## src/rtl/down_counter_timer.sv

```systemverilog
// Loadable down-counter/timer: counts a loaded value down to zero once per tick, then stops or reloads.
// Latency: one cycle from load/tick to q, tc and busy (all registered); zero is combinational from q.
// Backpressure: none; en low holds the count (and the prescaler with DOWN_CNT_PRESCALE_EN defined).
module down_counter_timer #(
    parameter int WIDTH      = 4,
    parameter int PRESCALE_W = 4
) (
    input  logic                  clk,
    input  logic                  rst,
    input  logic                  load,
    input  logic [WIDTH-1:0]      load_val,
    input  logic                  en,
    input  logic                  auto_reload,
`ifdef DOWN_CNT_PRESCALE_EN
    input  logic [PRESCALE_W-1:0] presc_div,
`endif
    output logic [WIDTH-1:0]      q,
    output logic                  zero,
    output logic                  tc,
    output logic                  busy
);

    typedef enum logic {
        IDLE  = 1'b0,
        COUNT = 1'b1
    } state_t;

    state_t           state, state_n;
    logic [WIDTH-1:0] q_n;
    logic [WIDTH-1:0] reload_reg, reload_n;
    logic             tc_n;
    logic             tick;

`ifdef DOWN_CNT_PRESCALE_EN
    logic [PRESCALE_W-1:0] prescaler, prescaler_n;

    // Prescaler counts enabled COUNT cycles 0..presc_div; a tick fires on the wrap.
    always_comb begin
        prescaler_n = prescaler;
        tick        = 1'b0;
        if (load) begin
            prescaler_n = '0;
        end else if (en && state == COUNT) begin
            if (prescaler == presc_div) begin
                prescaler_n = '0;
                tick        = 1'b1;
            end else begin
                prescaler_n = prescaler + PRESCALE_W'(1);
            end
        end
    end

    // Prescaler register, cleared by reset.
    always_ff @(posedge clk) begin
        if (rst) begin
            prescaler <= '0;
        end else begin
            prescaler <= prescaler_n;
        end
    end
`else
    // Without the prescaler every enabled cycle in COUNT is a tick.
    always_comb begin
        tick = en && (state == COUNT);
    end
`endif

    // Next-state logic: load beats tick; q==1 ends a period, q==0 (periodic only) reloads.
    always_comb begin
        state_n  = state;
        q_n      = q;
        reload_n = reload_reg;
        tc_n     = 1'b0;
        if (load) begin
            q_n      = load_val;
            reload_n = load_val;
            state_n  = (load_val != '0) ? COUNT : IDLE;
        end else if (tick) begin
            if (q > WIDTH'(1)) begin
                q_n = q - WIDTH'(1);
            end else if (q == WIDTH'(1)) begin
                q_n  = '0;
                tc_n = 1'b1;
                if (!auto_reload) begin
                    state_n = IDLE;
                end
            end else begin
                // q==0 while still in COUNT only happens in periodic mode.
                q_n = reload_reg;
            end
        end
    end

    // State and datapath registers.
    always_ff @(posedge clk) begin
        if (rst) begin
            state      <= IDLE;
            q          <= '0;
            reload_reg <= '0;
            tc         <= 1'b0;
        end else begin
            state      <= state_n;
            q          <= q_n;
            reload_reg <= reload_n;
            tc         <= tc_n;
        end
    end

    // Status outputs derived from the registered state and count.
    always_comb begin
        zero = (q == '0);
        busy = (state == COUNT);
    end

endmodule
```

## config.mk

```make
export PLATFORM = sky130hd
export DESIGN_NAME = down_counter_timer
export DESIGN_NICKNAME = d
export VERILOG_FILES = /design/src/rtl/down_counter_timer.sv
export SDC_FILE = /design/constraint.sdc
export NUM_CORES = 1
export LEC_CHECK = 0
export BUFFER_PORTS_ARGS = -buffer_cell sky130_fd_sc_hd__buf_2
export CAP_MARGIN = 0
export CORE_MARGIN = 2
export CORE_UTILIZATION = 43
export CTS_CLUSTER_SIZE = 30
export DETAILED_ROUTE_END_ITERATION = 8
export GPL_ROUTABILITY_DRIVEN = 0
export PLACE_DENSITY = 0.74
export SLEW_MARGIN = 20
export SYNTH_ARGS = -nofsm -noshare
export SYNTH_HDL_FRONTEND = slang
export SYNTH_SLANG_ARGS = --single-unit
```

## constraint.sdc

```tcl
create_clock -name clk -period 1.4 [get_ports clk]
set_input_delay 0.14 -clock clk [delete_from_list [all_inputs] [get_ports clk]]
set_output_delay 0.14 -clock clk [all_outputs]
set_load 0.01 [all_outputs]
```

Yosys cells after proc, flatten, opt, wreduce, memory -nomap -nowiden

Cells that the tools add are included.

Output and inout port bits: 7
Input bits: 9
Register bits: 10
Word-level logic and storage cells: 28

$lt $le $gt $ge: 1
Add/sub/neg operators: 1
Equality and inequality tests: 3
Mux-type cells: 11
Reduce and logical (&&, ||, !) cells: 7
Bitwise logic cells: 1

Operators with widths:

| operator            | number |
|---|---|
| $mux 4              | 4 |
| $mux 1              | 7 |
| $eq 4x1->1 const B  | 1 |
| $gt 4x1->1 const B  | 1 |
| $logic_not 4->1     | 1 |
| $ne 2x2->1 const B  | 2 |
| $reduce_and 4->1    | 1 |
| $reduce_bool 2->1   | 2 |
| $reduce_bool 4->1   | 1 |
| $reduce_or 4->1     | 1 |
| $sub 4x1->4 const B | 1 |
| $logic_and 1x1->1   | 1 |
| $not 1->1           | 1 |

Longest topological paths before layout

Word-level depth: 5
Gate-level depth with buffers: 5
Depth with buffers taken out: 5

Least setup slack after synthesis

No wires, ideal clock.

Path type: flip-flop to flip-flop
Start: register q[0]
End: register q[1]
Stages on the path, launching flop included: 6
Library setup time: 91 ps
Buffers on the path: 0
Required time: 1309 ps
Path slack: -168 ps
Period minus slack after synthesis: 1568 ps
Arrival time: 1477 ps
Cells stage by stage: dfxtp_1 -> inv_1 -> ha_1 -> or2_0 -> a211o_1 -> a311oi_1

Cells in the longest elaborated chain, start to end: 5
Elaborated cells on any way between the ends: 7
Those cells by class: add/sub: 1; order compare: 1; eq/ne: 1; mux: 4

RTL lines:

| element                                                             | line | RTL |
|---|---|---|
| from (decl)                                                         | 17   | `output logic [WIDTH-1:0] q,` |
| from (signal assigned)                                              | 103  | `q <= q_n;` |
| parallel branches: the longest is 2 deep, another holds $sub 4x1->4 | n/a  |  |
| $mux 4 (*)                                                          | 79   | `if (q > WIDTH'(1)) begin` |
| $mux 4 (*)                                                          | 78   | `end else if (tick) begin` |
| $mux 4 (*)                                                          | 74   | `if (load) begin` |

Every way passes the cells marked *. The select of a mux whose other input is x is not followed.
A chain may end at the register's enable or synchronous reset.

Final worst setup path

Start: register q[1]
End: register q[0]

Cells in the longest elaborated chain, start to end: 5
Elaborated cells on any way between the ends: 6
Those cells by class: order compare: 1; eq/ne: 1; mux: 4

RTL lines:

| element                                                            | line |
|---|---|
| parallel branches: the longest is 2 deep, another holds $gt 4x1->1 | n/a |
| $mux 4 (*)                                                         | 79 |
| $mux 4 (*)                                                         | 78 |
| $mux 4 (*)                                                         | 74 |

Marks and branches as above.

==> results.py <==
metrics = {
    "outcome": {
        "status": "complete, but fails checks",
        "failed_checks": "setup timing",
    },
    "detailed_routing": {
        "routed_wl_um": 1386,
        "drt-pass1-iter-count": 4,
        "ant_nets": 0,
        "vias": 554,
        "wire_per_inst_um": 13.86,
        "vias_per_cell": 5.540,
        "drc": 0,
        "drt-initial-drc-count": 7,
    },
    "timing": {
        "timing.hold.ws_ns": 0.1391,
        "min_period_ns": 1.428,
        "worstMarginPinSlew_ns": 0.2780,
        "clock.fmax_mhz": 700.4,
        "finalMaxSlewViolations": 0,
        "fin_ws_ns": -0.02769,
        "slew-limit-headroom_pct": 81.27,
        "period_share_pct": 102.0,
        "finalHoldViolations": 0,
        "fin_skew_ns": 0.008446,
        "setup_viol": 2,
        "grt_setup_unrepaired": "true",
    },
    "die": {
        "coreArea_sq_um": 1285,
        "design.die.area_sq_um": 1654,
        "initial_core_util_pct": 44.99,
        "die_width_um": 40.67,
        "num_rows": 13,
        "die_h_um": 40.67,
        "pin_count": 16,
    },
    "setup_path": {
        "critPathLaunchType": "flip-flop",
        "critPathRequiredTime_ns": 1.57,
        "crit_arrival_ns": 1.60,
        "path_max_fanout": 5,
        "path_class": "flip-flop to flip-flop",
        "crit_path_end_kind": "flip-flop",
    },
    "cts": {
        "clock_latency_ns": 0.27,
        "cts-root-buf": "clkbuf_4",
        "cts_tree": "built",
        "cts.sinks": 10,
        "postCtsHoldBufs": 0,
        "numCtsBuffers": 3,
        "path_clk_slew_ns": 0.07,
        "clock_path_buffers": 2,
        "htreeDepth": 1,
    },
    "logic_synthesis": {
        "ys_seq_area_share_pct": 34.63,
        "ys_ff_latch": 10,
        "synth_fp_nets": 75,
        "syn_inst": 63,
        "syn-cell-area_sq_um": 578.1,
        "yosys_warnings": 0,
        "syn_avg_cell_area_sq_um": 9.175,
        "synth_cell_types": 29,
    },
    "global_routing": {
        "grt_max_degree": 15,
        "track_usage_pct": 19.70,
        "grt_pass1_wl_um": 2090,
        "grt_pass1_vias": 482,
        "antenna_found_initial": 0,
        "grt_overflow": 0,
    },
    "cells_and_area": {
        "antenna_cells": 0,
        "syn2layout_area_growth_pct": 37.66,
        "nets": 99,
        "drive_gt1_share_pct": 42.35,
        "fin_area_sq_um": 795.8,
    },
    "pwr": {
        "fin_total_pwr_uw": 745.1,
        "ir_worst_vdd_uv": 495.5,
        "p_leak_nw": 0.3569,
        "power.density_nw_per_um2": 936.3,
    },
    "placed_design": {
        "numPortBuffers": 15,
        "placed_area_sq_um": 724.4,
        "place_hpwl_um": 1021,
        "dp_slack_ns": -0.01262,
    },
    "min_path": {
        "hold_path_class": "input port to flip-flop",
    },
    "run": {
        "drv_cap": 0,
    },
}
[final cells by class]
cell class | instances | area, sq um
Multi-Input combinational cell | 44 | 391.6
Sequential cell | 10 | 207.7
Timing Repair Buffer | 22 | 127.6
Tap cell | 15 | 18.77
Inverter | 6 | 27.53
Fill cell | 118 | 489.2
Clock buffer | 3 | 22.52
[synth_stat cells (all sizes together)]
cell,count,area [sq um]
nor3,3,15.01
dfxtp,10,200.2
clkbuf,1,3.750
and2,1,6.260
nor4b,1,23.77
a221oi,2,17.52
a211o,2,17.52
a21o,1,7.510
o211ai,1,7.510
nand3,2,10.01
mux2i,5,50.05
a22oi,1,7.510
and3,1,6.260
o21a,1,7.510
o21ai,2,10.01
a21oi,2,10.01
a311oi,2,17.52
o41ai,1,8.760
inv,6,22.52
nor2,7,26.28
or3b,1,8.760
or2,1,6.260
ha,3,37.54
nand3b,1,7.510
a222oi,1,10.01
buf,2,16.26
o311ai,1,8.760
and2b,1,7.510
[path summary, 6_finish.rpt]
| kind | depth (start not counted) | slack [ns] | start | endpoint |
|---|---|---|---|---|
| setup / recovery | 5 | -0.03 | q[1]$_SDFFE_PP0P_ | q[0]$_SDFFE_PP0P_ |
| hold / removal | 3 | 0.14 | load_val[1] | reload_reg[1]$_SDFFE_PP0P_ |
| setup reg to reg | 5 | -0.03 | q[1]$_SDFFE_PP0P_ | q[0]$_SDFFE_PP0P_ |
| hold reg to reg | 2 | 0.50 | reload_reg[3]$_SDFFE_PP0P_ | reload_reg[3]$_SDFFE_PP0P_ |
[through the flow]
step / setup TNS [ns] / util, % / std cells
after global placement: -0.04130 / 56.38 / 95
after floorplan: 0 / - / 63
final: -0.03455 / 61.93 / 100
after CTS: -0.03207 / 58.13 / 98
after global routing: -0.2313 / 61.93 / 100
after detailed placement: -0.01262 / 56.38 / 95
[logic make-up after synthesis]
logic type / share of synthesized area, %
buffers and inverters: 7.357
multiplexers: 8.658
AND/OR/NAND/NOR: 20.35
adder cells (fa/ha/maj): 6.494
flip-flops: 34.63
AO/OA/AOI/OAI: 22.52
[worst max-delay path: stages (launching register included)]
cell and delay, ns:
dfxtp_4 0.35, inv_4 0.05, ha_4 0.17, or2_1 0.24
a211o_1 0.28, a311oi_2 0.25
[per-layer routing]
layer	global-route usage, %	share of wire, %
met1	24.50	45
met3	4.891	4.0
met5	0	0
met2	31.35	50
met4	10.00	1.0
[power by group]
group | switching [mW] | leakage, nW | internal (mW) | total (mW)
Sequential | 0.0232 | 0.0837 | 0.304 | 0.327
Combinational | 0.106 | 0.259 | 0.116 | 0.222
Clock | 0.0972 | 0.0138 | 0.0992 | 0.196
Total | 0.226 | 0.357 | 0.519 | 0.745
[cells in the final DEF (no fill, tap or decap)]
cell type,instances
nor4b_4,1
nor3_2,1
and3_1,1
o41ai_1,1
a21oi_1,2
o211ai_1,1
o21ai_0,2
inv_1,4
mux2i_1,5
ha_4,2
dfxtp_4,2
nand3b_1,1
o21a_1,1
buf_2,15
ha_1,1
nor2_1,7
inv_4,2
nor3_1,2
a311oi_2,1
or3b_4,1
and2b_1,1
dfxtp_1,8
and2_1,1
a21o_1,1
a221oi_1,2
a22oi_1,1
a211o_1,2
or2_1,1
a311oi_1,1
a222oi_1,1
nand3_1,2
clkbuf_4,3
buf_4,7
o311ai_4,1
[repair_timing]
item | in CTS | in global routing
endpoints found under the setup margin | 2 | 5
gates resized for setup | 1 | 6
setup buffers | 0 | 2
No activity file was read; power rests on OpenSTA's default activity.
